==> config.mk <==
export PLATFORM = sky130hd
export DESIGN_NAME = pattern_source_flat
export DESIGN_NICKNAME = d
export VERILOG_FILES = /design/src/rtl/pattern_source_if.sv /design/src/rtl/pattern_source.sv /design/src/flat_wrapper.sv
export SDC_FILE = /design/constraint.sdc
export NUM_CORES = 1
export LEC_CHECK = 0
export BUFFER_PORTS_ARGS = -buffer_cell sky130_fd_sc_hd__buf_2
export CAP_MARGIN = 30
export CORE_MARGIN = 10
export CORE_UTILIZATION = 35
export CTS_BUF_LIST = sky130_fd_sc_hd__clkbuf_8 sky130_fd_sc_hd__clkbuf_16
export CTS_CLUSTER_SIZE = 30
export DETAILED_ROUTE_END_ITERATION = 10
export HOLD_SLACK_MARGIN = 0.06
export REMOVE_ABC_BUFFERS = 1
export SLEW_MARGIN = 20
export SYNTH_ARGS = -nofsm -noshare
export SYNTH_HDL_FRONTEND = slang
export SYNTH_SLANG_ARGS = --single-unit
==> constraint.sdc <==
create_clock -name clk -period 4.52 [get_ports clk]
set_input_delay 0.452 -clock clk [delete_from_list [all_inputs] [get_ports clk]]
set_output_delay 0.452 -clock clk [all_outputs]
set_load 0.02 [all_outputs]
==> src/rtl/pattern_source_if.sv <==
`default_nettype none
// ============================================================================
//  Module      : pattern_source_if
//  Description : AXI-stream style pixel bus carried from pattern_source to the
//                VGA pixel input. One beat = one {r,g,b} pixel plus the
//                start-of-frame (tuser) and end-of-line (tlast) sidebands.
//  Revision    : 1.0 - initial release
// ----------------------------------------------------------------------------
//  Signals
//    pixel_tvalid  source -> sink  beat valid
//    pixel_tready  sink -> source  sink ready to accept the beat
//    pixel_tdata   source -> sink  pixel, packed {r,g,b}, 3*COLOR_BITS wide
//    pixel_tuser   source -> sink  first pixel of a frame (x=0, y=0)
//    pixel_tlast   source -> sink  last pixel of a line
//  Modports
//    master : pixel source (pattern_source)
//    slave  : pixel sink (vga block or testbench)
// ============================================================================
interface pattern_source_if #(
    parameter int COLOR_BITS = 4
) ();

    logic                      pixel_tvalid;
    logic                      pixel_tready;
    logic [3*COLOR_BITS-1:0]   pixel_tdata;
    logic                      pixel_tuser;
    logic                      pixel_tlast;

    modport master (
        output pixel_tvalid,
        output pixel_tdata,
        output pixel_tuser,
        output pixel_tlast,
        input  pixel_tready
    );

    modport slave (
        input  pixel_tvalid,
        input  pixel_tdata,
        input  pixel_tuser,
        input  pixel_tlast,
        output pixel_tready
    );

endinterface : pattern_source_if
`default_nettype wire

==> src/rtl/pattern_source.sv <==
`default_nettype none
// ============================================================================
//  Module      : pattern_source
//  Description : Parametrised AXI-stream test-pattern generator. Emits exactly
//                H_ACTIVE x V_ACTIVE pixels per frame with start-of-frame
//                (tuser) and end-of-line (tlast) sidebands, choosing one of
//                four patterns (COUNT, BARS, CHECKER, SOLID) per frame and
//                honouring full valid/ready backpressure.
//  Revision    : 1.0 - initial release
// ----------------------------------------------------------------------------
//  Parameters
//    H_ACTIVE    pixels per line (>= 2)
//    V_ACTIVE    lines per frame (>= 2)
//    COLOR_BITS  bits per colour channel; pixel is 3*COLOR_BITS, {r,g,b}
//    BAR_COUNT   number of vertical colour bars (1..8, <= H_ACTIVE)
//    CHECK_LOG2  checker square edge is 2**CHECK_LOG2 pixels
//  Ports
//    clk          in   system clock
//    reset        in   synchronous active-high reset
//    enable       in   run request, sampled at frame boundaries only
//    mode         in   0=COUNT 1=BARS 2=CHECKER 3=SOLID, sampled at frame start
//    solid_color  in   colour for SOLID, sampled at frame start
//    pix          if   pixel stream, master side (tvalid/tready/tdata/tuser/tlast)
//    frame_done   out  one-cycle pulse after the final beat of a frame is taken
//  Build option
//    PATTERN_SCROLL_EN  when defined, a horizontal offset advances by one
//                       pixel per frame and is applied to BARS and CHECKER.
// ============================================================================
module pattern_source #(
    parameter int H_ACTIVE   = 640,
    parameter int V_ACTIVE   = 480,
    parameter int COLOR_BITS = 4,
    parameter int BAR_COUNT  = 8,
    parameter int CHECK_LOG2 = 5
) (
    input  wire logic                    clk,
    input  wire logic                    reset,
    input  wire logic                    enable,
    input  wire logic [1:0]              mode,
    input  wire logic [3*COLOR_BITS-1:0] solid_color,
    pattern_source_if.master             pix,
    output logic                         frame_done
);

    // ------------------------------------------------------------------------
    // Derived constants
    // ------------------------------------------------------------------------
    localparam int PW    = 3 * COLOR_BITS;
    localparam int XW    = (H_ACTIVE > 1) ? $clog2(H_ACTIVE) : 1;
    localparam int YW    = (V_ACTIVE > 1) ? $clog2(V_ACTIVE) : 1;
    localparam int BAR_W = H_ACTIVE / BAR_COUNT;
    localparam int CW    = (BAR_W > 1) ? $clog2(BAR_W) : 1;

    localparam logic [XW-1:0] X_LAST   = XW'(H_ACTIVE - 1);
    localparam logic [YW-1:0] Y_LAST   = YW'(V_ACTIVE - 1);
    localparam logic [2:0]    BAR_LAST = 3'(BAR_COUNT - 1);
    localparam logic [CW-1:0] CNT_LAST = CW'(BAR_W - 1);

    localparam logic [1:0] MODE_COUNT   = 2'd0;
    localparam logic [1:0] MODE_BARS    = 2'd1;
    localparam logic [1:0] MODE_CHECKER = 2'd2;
    localparam logic [1:0] MODE_SOLID   = 2'd3;

    // Horizontal position used by the BARS/CHECKER patterns (x' = x + offset),
    // together with the bar index and the position inside the current bar.
    // Tracking the bar incrementally avoids a divider on the pixel path.
    typedef struct packed {
        logic [XW-1:0] xp;
        logic [2:0]    idx;
        logic [CW-1:0] cnt;
    } bar_pos_t;

    typedef enum logic [0:0] {
        S_IDLE = 1'b0,
        S_RUN  = 1'b1
    } state_t;

    // Advance x' by one pixel, wrapping at the end of the line. The bar index
    // saturates at the last bar so any remainder pixels extend that bar.
    function automatic bar_pos_t bar_step(input bar_pos_t p);
        bar_pos_t n;
        n = p;
        if (p.xp == X_LAST) begin
            n.xp  = '0;
            n.idx = '0;
            n.cnt = '0;
        end else begin
            n.xp = p.xp + 1'b1;
            if (p.idx != BAR_LAST) begin
                if (p.cnt == CNT_LAST) begin
                    n.idx = p.idx + 3'd1;
                    n.cnt = '0;
                end else begin
                    n.cnt = p.cnt + 1'b1;
                end
            end
        end
        return n;
    endfunction

    // ------------------------------------------------------------------------
    // State
    // ------------------------------------------------------------------------
    state_t          state_q;
    logic [XW-1:0]   x_q;
    logic [YW-1:0]   y_q;
    bar_pos_t        pos_q;
    logic [PW-1:0]   count_q;
    logic [1:0]      mode_q;
    logic [PW-1:0]   solid_q;
    logic            tvalid_q;
    logic [PW-1:0]   tdata_q;
    logic            tuser_q;
    logic            tlast_q;
    logic            frame_done_q;

    // Next-beat values
    logic            w_accept;
    logic            w_last_beat;
    logic            w_frame_end;
    logic            w_start;
    logic            w_step;
    logic            w_load;
    logic [XW-1:0]   x_d;
    logic [YW-1:0]   y_d;
    bar_pos_t        pos_d;
    logic [1:0]      mode_d;
    logic [PW-1:0]   solid_d;
    logic [PW-1:0]   tdata_d;
    logic            tuser_d;
    logic            tlast_d;
    logic            w_xbit;
    logic            w_ybit;

    // x' at the start of each line in the current frame, and at the start of
    // the frame that follows a frame boundary.
    bar_pos_t        w_line_start;
    bar_pos_t        w_next_off;

    // ------------------------------------------------------------------------
    // Optional per-frame horizontal scroll
    // ------------------------------------------------------------------------
`ifdef PATTERN_SCROLL_EN
    bar_pos_t off_q;

    always_ff @(posedge clk) begin
        if (reset) begin
            off_q <= '0;
        end else if (w_frame_end) begin
            off_q <= bar_step(off_q);
        end
    end

    assign w_line_start = off_q;
    // A back-to-back frame is loaded on the same edge the offset advances,
    // so it must see the advanced value directly.
    assign w_next_off   = bar_step(off_q);
`else
    assign w_line_start = '0;
    assign w_next_off   = '0;
`endif

    // ------------------------------------------------------------------------
    // Next-beat coordinates
    // ------------------------------------------------------------------------
    always_comb begin
        w_accept    = tvalid_q & pix.pixel_tready;
        w_last_beat = (x_q == X_LAST) && (y_q == Y_LAST);
        w_frame_end = (state_q == S_RUN) && w_accept && w_last_beat;
        w_start     = enable && ((state_q == S_IDLE) || w_frame_end);
        w_step      = (state_q == S_RUN) && w_accept && !w_last_beat;
        w_load      = w_start || w_step;

        x_d     = x_q;
        y_d     = y_q;
        pos_d   = pos_q;
        mode_d  = mode_q;
        solid_d = solid_q;

        if (w_start) begin
            x_d     = '0;
            y_d     = '0;
            pos_d   = (state_q == S_IDLE) ? w_line_start : w_next_off;
            mode_d  = mode;
            solid_d = solid_color;
        end else if (x_q == X_LAST) begin
            x_d   = '0;
            y_d   = y_q + 1'b1;
            pos_d = w_line_start;
        end else begin
            x_d   = x_q + 1'b1;
            pos_d = bar_step(pos_q);
        end
    end

    // Checker bits; a bit beyond the coordinate width reads as 0.
    if (CHECK_LOG2 < XW) begin : g_chk_x
        assign w_xbit = pos_d.xp[CHECK_LOG2];
    end else begin : g_chk_x_zero
        assign w_xbit = 1'b0;
    end

    if (CHECK_LOG2 < YW) begin : g_chk_y
        assign w_ybit = y_d[CHECK_LOG2];
    end else begin : g_chk_y_zero
        assign w_ybit = 1'b0;
    end

    // ------------------------------------------------------------------------
    // Next-beat pixel and sidebands
    // ------------------------------------------------------------------------
    always_comb begin
        tdata_d = '0;
        unique case (mode_d)
            MODE_COUNT:   tdata_d = count_q;
            MODE_BARS:    tdata_d = {{COLOR_BITS{pos_d.idx[2]}},
                                     {COLOR_BITS{pos_d.idx[1]}},
                                     {COLOR_BITS{pos_d.idx[0]}}};
            MODE_CHECKER: tdata_d = {PW{w_xbit ^ w_ybit}};
            MODE_SOLID:   tdata_d = solid_d;
            default:      tdata_d = '0;
        endcase
        tuser_d = (x_d == '0) && (y_d == '0);
        tlast_d = (x_d == X_LAST);
    end

    // ------------------------------------------------------------------------
    // Control FSM and beat registers
    // ------------------------------------------------------------------------
    always_ff @(posedge clk) begin
        if (reset) begin
            state_q      <= S_IDLE;
            x_q          <= '0;
            y_q          <= '0;
            pos_q        <= '0;
            count_q      <= '0;
            mode_q       <= '0;
            solid_q      <= '0;
            tvalid_q     <= 1'b0;
            tdata_q      <= '0;
            tuser_q      <= 1'b0;
            tlast_q      <= 1'b0;
            frame_done_q <= 1'b0;
        end else begin
            frame_done_q <= w_frame_end;

            // Beat registers change only when a new beat is loaded, so an
            // unaccepted beat stays stable under backpressure.
            if (w_load) begin
                x_q      <= x_d;
                y_q      <= y_d;
                pos_q    <= pos_d;
                mode_q   <= mode_d;
                solid_q  <= solid_d;
                tvalid_q <= 1'b1;
                tdata_q  <= tdata_d;
                tuser_q  <= tuser_d;
                tlast_q  <= tlast_d;
                // count_q holds the value of the next COUNT beat; every
                // loaded beat is accepted before anything but reset intervenes.
                if (mode_d == MODE_COUNT) begin
                    count_q <= count_q + 1'b1;
                end
            end

            unique case (state_q)
                S_IDLE: begin
                    if (enable) begin
                        state_q <= S_RUN;
                    end
                end
                S_RUN: begin
                    if (w_frame_end && !enable) begin
                        state_q  <= S_IDLE;
                        tvalid_q <= 1'b0;
                    end
                end
                default: state_q <= S_IDLE;
            endcase
        end
    end

    assign pix.pixel_tvalid = tvalid_q;
    assign pix.pixel_tdata  = tdata_q;
    assign pix.pixel_tuser  = tuser_q;
    assign pix.pixel_tlast  = tlast_q;
    assign frame_done       = frame_done_q;

endmodule : pattern_source
`default_nettype wire
==> src/flat_wrapper.sv <==
// flat-port wrapper written by rule: the top's interface ports become plain ports
module pattern_source_flat 
#(
    parameter int H_ACTIVE   = 640,
    parameter int V_ACTIVE   = 480,
    parameter int COLOR_BITS = 4,
    parameter int BAR_COUNT  = 8,
    parameter int CHECK_LOG2 = 5
)
  (clk, reset, enable, mode, solid_color, frame_done, pix_pixel_tvalid, pix_pixel_tdata, pix_pixel_tuser, pix_pixel_tlast, pix_pixel_tready);
  pattern_source_if #(.COLOR_BITS(COLOR_BITS)) pix_i ();
  input  wire logic clk;
  input  wire logic reset;
  input  wire logic enable;
  input  wire logic [1:0] mode;
  input  wire logic [3*COLOR_BITS-1:0] solid_color;
  output logic frame_done;
  output wire logic [$bits(pix_i.pixel_tvalid)-1:0] pix_pixel_tvalid;
  output wire logic [$bits(pix_i.pixel_tdata)-1:0] pix_pixel_tdata;
  output wire logic [$bits(pix_i.pixel_tuser)-1:0] pix_pixel_tuser;
  output wire logic [$bits(pix_i.pixel_tlast)-1:0] pix_pixel_tlast;
  input wire logic [$bits(pix_i.pixel_tready)-1:0] pix_pixel_tready;
  assign pix_pixel_tvalid = pix_i.pixel_tvalid;
  assign pix_pixel_tdata = pix_i.pixel_tdata;
  assign pix_pixel_tuser = pix_i.pixel_tuser;
  assign pix_pixel_tlast = pix_i.pixel_tlast;
  assign pix_i.pixel_tready = pix_pixel_tready;
  pattern_source #(.H_ACTIVE(H_ACTIVE), .V_ACTIVE(V_ACTIVE), .COLOR_BITS(COLOR_BITS), .BAR_COUNT(BAR_COUNT), .CHECK_LOG2(CHECK_LOG2)) u_core (.clk(clk), .reset(reset), .enable(enable), .mode(mode), .solid_color(solid_color), .pix(pix_i), .frame_done(frame_done));
endmodule
==> flow_metrics.env <==
export IMPL_grt_first_pass_wirelength_um=18900
export IMPL_p_sw_mw=0.417
export IMPL_die_width_um=132
export IMPL_drc=0
export IMPL_ir_worst_vdd_mv=0.162
export IMPL_timing_final_crit_share_pct=73.2
export IMPL_track_usage_pct=12.9
export IMPL_maxSlewHeadroom_pct=40.9
export IMPL_fill_cells=1266
export IMPL_ant_nets=0
export IMPL_synth_top_area_share_pct=37.5
export IMPL_seqCellArea_mm2=0.00164
export IMPL_synth_main_ff_cell="dfxtp_1"
export IMPL_num_rows=40
export IMPL_grt_antenna_before_repair=0
export IMPL_rsz0062_at_grt="no"
export IMPL_multiInputGateArea_mm2=0.00252
export IMPL_wl_per_cell_um=15.0
export IMPL_drt_iter0_markers=340
export IMPL_combPwrFrac_pct=8.9
export IMPL_cts_max_path_buffers=2
export IMPL_grt_pass1_vias=3763
export IMPL_cts_clk_slew_worst_paths_ps=60
export IMPL_gr_total_overflow=0
export IMPL_max_stage_delay_ps=480
export IMPL_clk_latency_ps=350
export IMPL_grt_start_max_net_pins=67
export IMPL_yosysTopAreaCell="dfxtp_1"
export IMPL_place_ws_ps=1250
export IMPL_synth_area_leaders="dfxtp_1 37%, nand2_1 6.7%, a21oi_1 6.2%"
export IMPL_drv_slew=0
export IMPL_ys_warnings_count=0
export IMPL_drt_pass1_iter_count=5
export IMPL_cp_required_ps=4800
export IMPL_fin_setup_tns_ps=0
export IMPL_yosysSeqAreaShare_pct=37.5
export IMPL_syn_instance_count=542
export IMPL_cts_resized=0
export IMPL_cts_sinks=82
export IMPL_timing_final_ws_setup_ps=1210
export IMPL_p_leak_nw=1.79
export IMPL_crit_type="reg -> reg"
export IMPL_synth_enable_flop_cells=0
export IMPL_critPathLaunchType="flip-flop"
export IMPL_post_cts_buffers=0
export IMPL_fin_skew_ps=10.4
export IMPL_portBuffers=33
export IMPL_clock_fmax_mhz=302
export IMPL_switching_share_pct=25.0
export IMPL_p_clk_share_pct=45.3
export IMPL_internal_power_mw=1.25
export IMPL_tightest_slew_ps=879
export IMPL_cp_max_fo=30
export IMPL_crit_path_end_kind="flip-flop"
export IMPL_fin_nets=587
export IMPL_fp_dieArea_mm2=0.0174
export IMPL_synthArstFlopShare_pct=0
export IMPL_post_dp_cell_area_mm2=0.00459
export IMPL_setup_viol=0
export IMPL_diodes=0
export IMPL_power_density_mw_per_mm2=340
export IMPL_period_needed_ps=3310
export IMPL_crit_arrival_ps=3590
export IMPL_syn_area_per_cell_um2=8.08
export IMPL_power_mw=1.66
export IMPL_synth_distinct_cells=63
export IMPL_crit_chain="ha_1, nand4_4, nor4_2, a21oi_2, buf_4, nand2_1, nand3_1, or3_1, a21oi_1"
export IMPL_wl_um=11000
export IMPL_max_cap_viol_count=0
export IMPL_drive_above_1_share_pct=13.3
export IMPL_ctsHoldBuffers=0
export IMPL_coreArea_mm2=0.0121
export IMPL_place_congestion=0.845
export IMPL_power_frac_seq_pct=45.8
export IMPL_hold_violations=0
export IMPL_initial_core_util_pct=36.2
export IMPL_vias=3969
export IMPL_hpwlAfterDp_um=7650
export IMPL_cts_made_buffers=9
export IMPL_holdWs_ps=353
export IMPL_cp_slowest_cell="nor4_2"
export IMPL_worstHoldPathType="in -> reg"
export IMPL_io_pins=34
export IMPL_outcome="finished, final reports clean"
export IMPL_cts_root_buf="clkbuf_16"
export IMPL_ys_seq_elements=82
export IMPL_cts_tree="built"
export IMPL_viasPerCell=5.41
export IMPL_postLayoutCellArea_mm2=0.00489
export IMPL_syn_to_final_growth_pct=11.7
export IMPL_cts_max_level=3
export IMPL_synth_area_mm2=0.00438
export IMPL_die_h_um=132
[per-layer routing]
layer | track usage [%] | up-vias | part of all wire (%)
li1 | - | 1983 | -
met5 | 0 | - | 0
met2 | 20.0 | 116 | 45
met3 | 4.31 | 13 | 6.2
met4 | 4.39 | 0 | 1.2
met1 | 16.2 | 1857 | 47
[power groups by stage]
stage / Clock [mW] / Combinational, mW / Sequential (mW)
after floorplan: 0 / 0.0763 / 0.785
after global placement: 0 / 0.146 / 0.777
after detailed placement: 0 / 0.150 / 0.778
after CTS: 0.771 / 0.150 / 0.762
after global routing: 0.806 / 0.167 / 0.765
final: 0.754 / 0.149 / 0.762
[placed cells by master (no fill, tap or decap), drive strengths merged, types with 3 or more instances in the layout]
cell	instances
or3b	4
nand2	78
xor2	19
mux2i	3
dfxtp	82
ha	7
nand4b	3
xnor2	14
nand4	10
buf	39
a22oi	6
nand3	48
a21oi	54
a31oi	3
and2	6
o31ai	8
o21ai	17
and3	10
nor4	7
or3	10
nand3b	6
a311oi	14
nor2	66
nor3b	3
nor3	7
and4	3
clkbuf	11
[Yosys cell counts, types with 6 or more instances]
master and n:
clkbuf_8 8, nand4_1 9, a21oi_1 54, o21ai_0 16, nand2_1 78, nand3b_1 6
xnor2_1 14, dfxtp_1 82, a22oi_1 6, and3_1 10, ha_1 7, clkbuf_1 11
a311oi_1 14, nor4_1 6, or3_1 10, xor2_1 19, o31ai_1 7, nand3_1 46
nor2_1 66
[state kept, by name (all words and copies together), names as in the netlist, 2 cells and up]
| register | flops |
|---|---|
| u_core.pos_q | 20 |
| u_core.count_q | 12 |
| u_core.pix.pixel_tdata | 12 |
| u_core.solid_q | 12 |
| u_core.x_q | 10 |
| u_core.y_q | 9 |
| u_core.mode_q | 2 |
[worst max-delay path, delay by kind of cell, from the launching register on]
| family | cells | cell delay, ps |
|---|---|---|
| adders and majority gates | 1 | 400 |
| buffers and inverters | 1 | 250 |
| DFF | 1 | 440 |
| AOI/OAI and AO/OA | 2 | 240 |
| and+or+nand+nor | 5 | 1900 |
[area by class of cell]
cell class	instances	share of cell area, %
inverter	2	0.153
clock inverter	4	1.05
multi-input combinational	428	51.5
tap	168	4.30
clock buffer	11	5.16
timing repair buffer	39	4.30
sequential	82	33.5
[path summary, 6_finish.rpt]
kind / slack, ps / from / cells after the start / end
worst max-delay path: 1210 / u_core.x_q[0]$_SDFFE_PP0P_ / 9 / u_core.count_q[11]$_SDFFE_PP0P_
worst min-delay path: 350 / solid_color[7] / 3 / u_core.solid_q[7]$_SDFFE_PP0P_
worst max register to register: 1210 / u_core.x_q[0]$_SDFFE_PP0P_ / 9 / u_core.count_q[11]$_SDFFE_PP0P_
worst min register to register: 450 / u_core.pix.pixel_tuser$_SDFFE_PP0P_ / 2 / u_core.pix.pixel_tuser$_SDFFE_PP0P_
[stage by stage]
| stage | instances | utilization [%] |
|---|---|---|
| 2_1_floorplan | 512 | - |
| 3_3_place_gp | 718 | 37.8 |
| 3_5_place_dp | 719 | 37.9 |
| 4_1_cts | 734 | 40.4 |
| 5_1_grt | 734 | 40.4 |
| 6_report | 734 | 40.4 |
[kinds of logic after synthesis]
family                   count (synthesis)  share of synthesized area [%]
adder cells (fa/ha/maj)                  7                           2.00
AND/OR/NAND/NOR                        268                           30.8
AO/OA/AOI/OAI                          115                           16.7
flip-flops                              82                           37.5
multiplexers                             5                           1.20
buffers and inverters                   32                           5.28
XOR/XNOR                                33                           6.60
(Power assumes the default switching activity.)
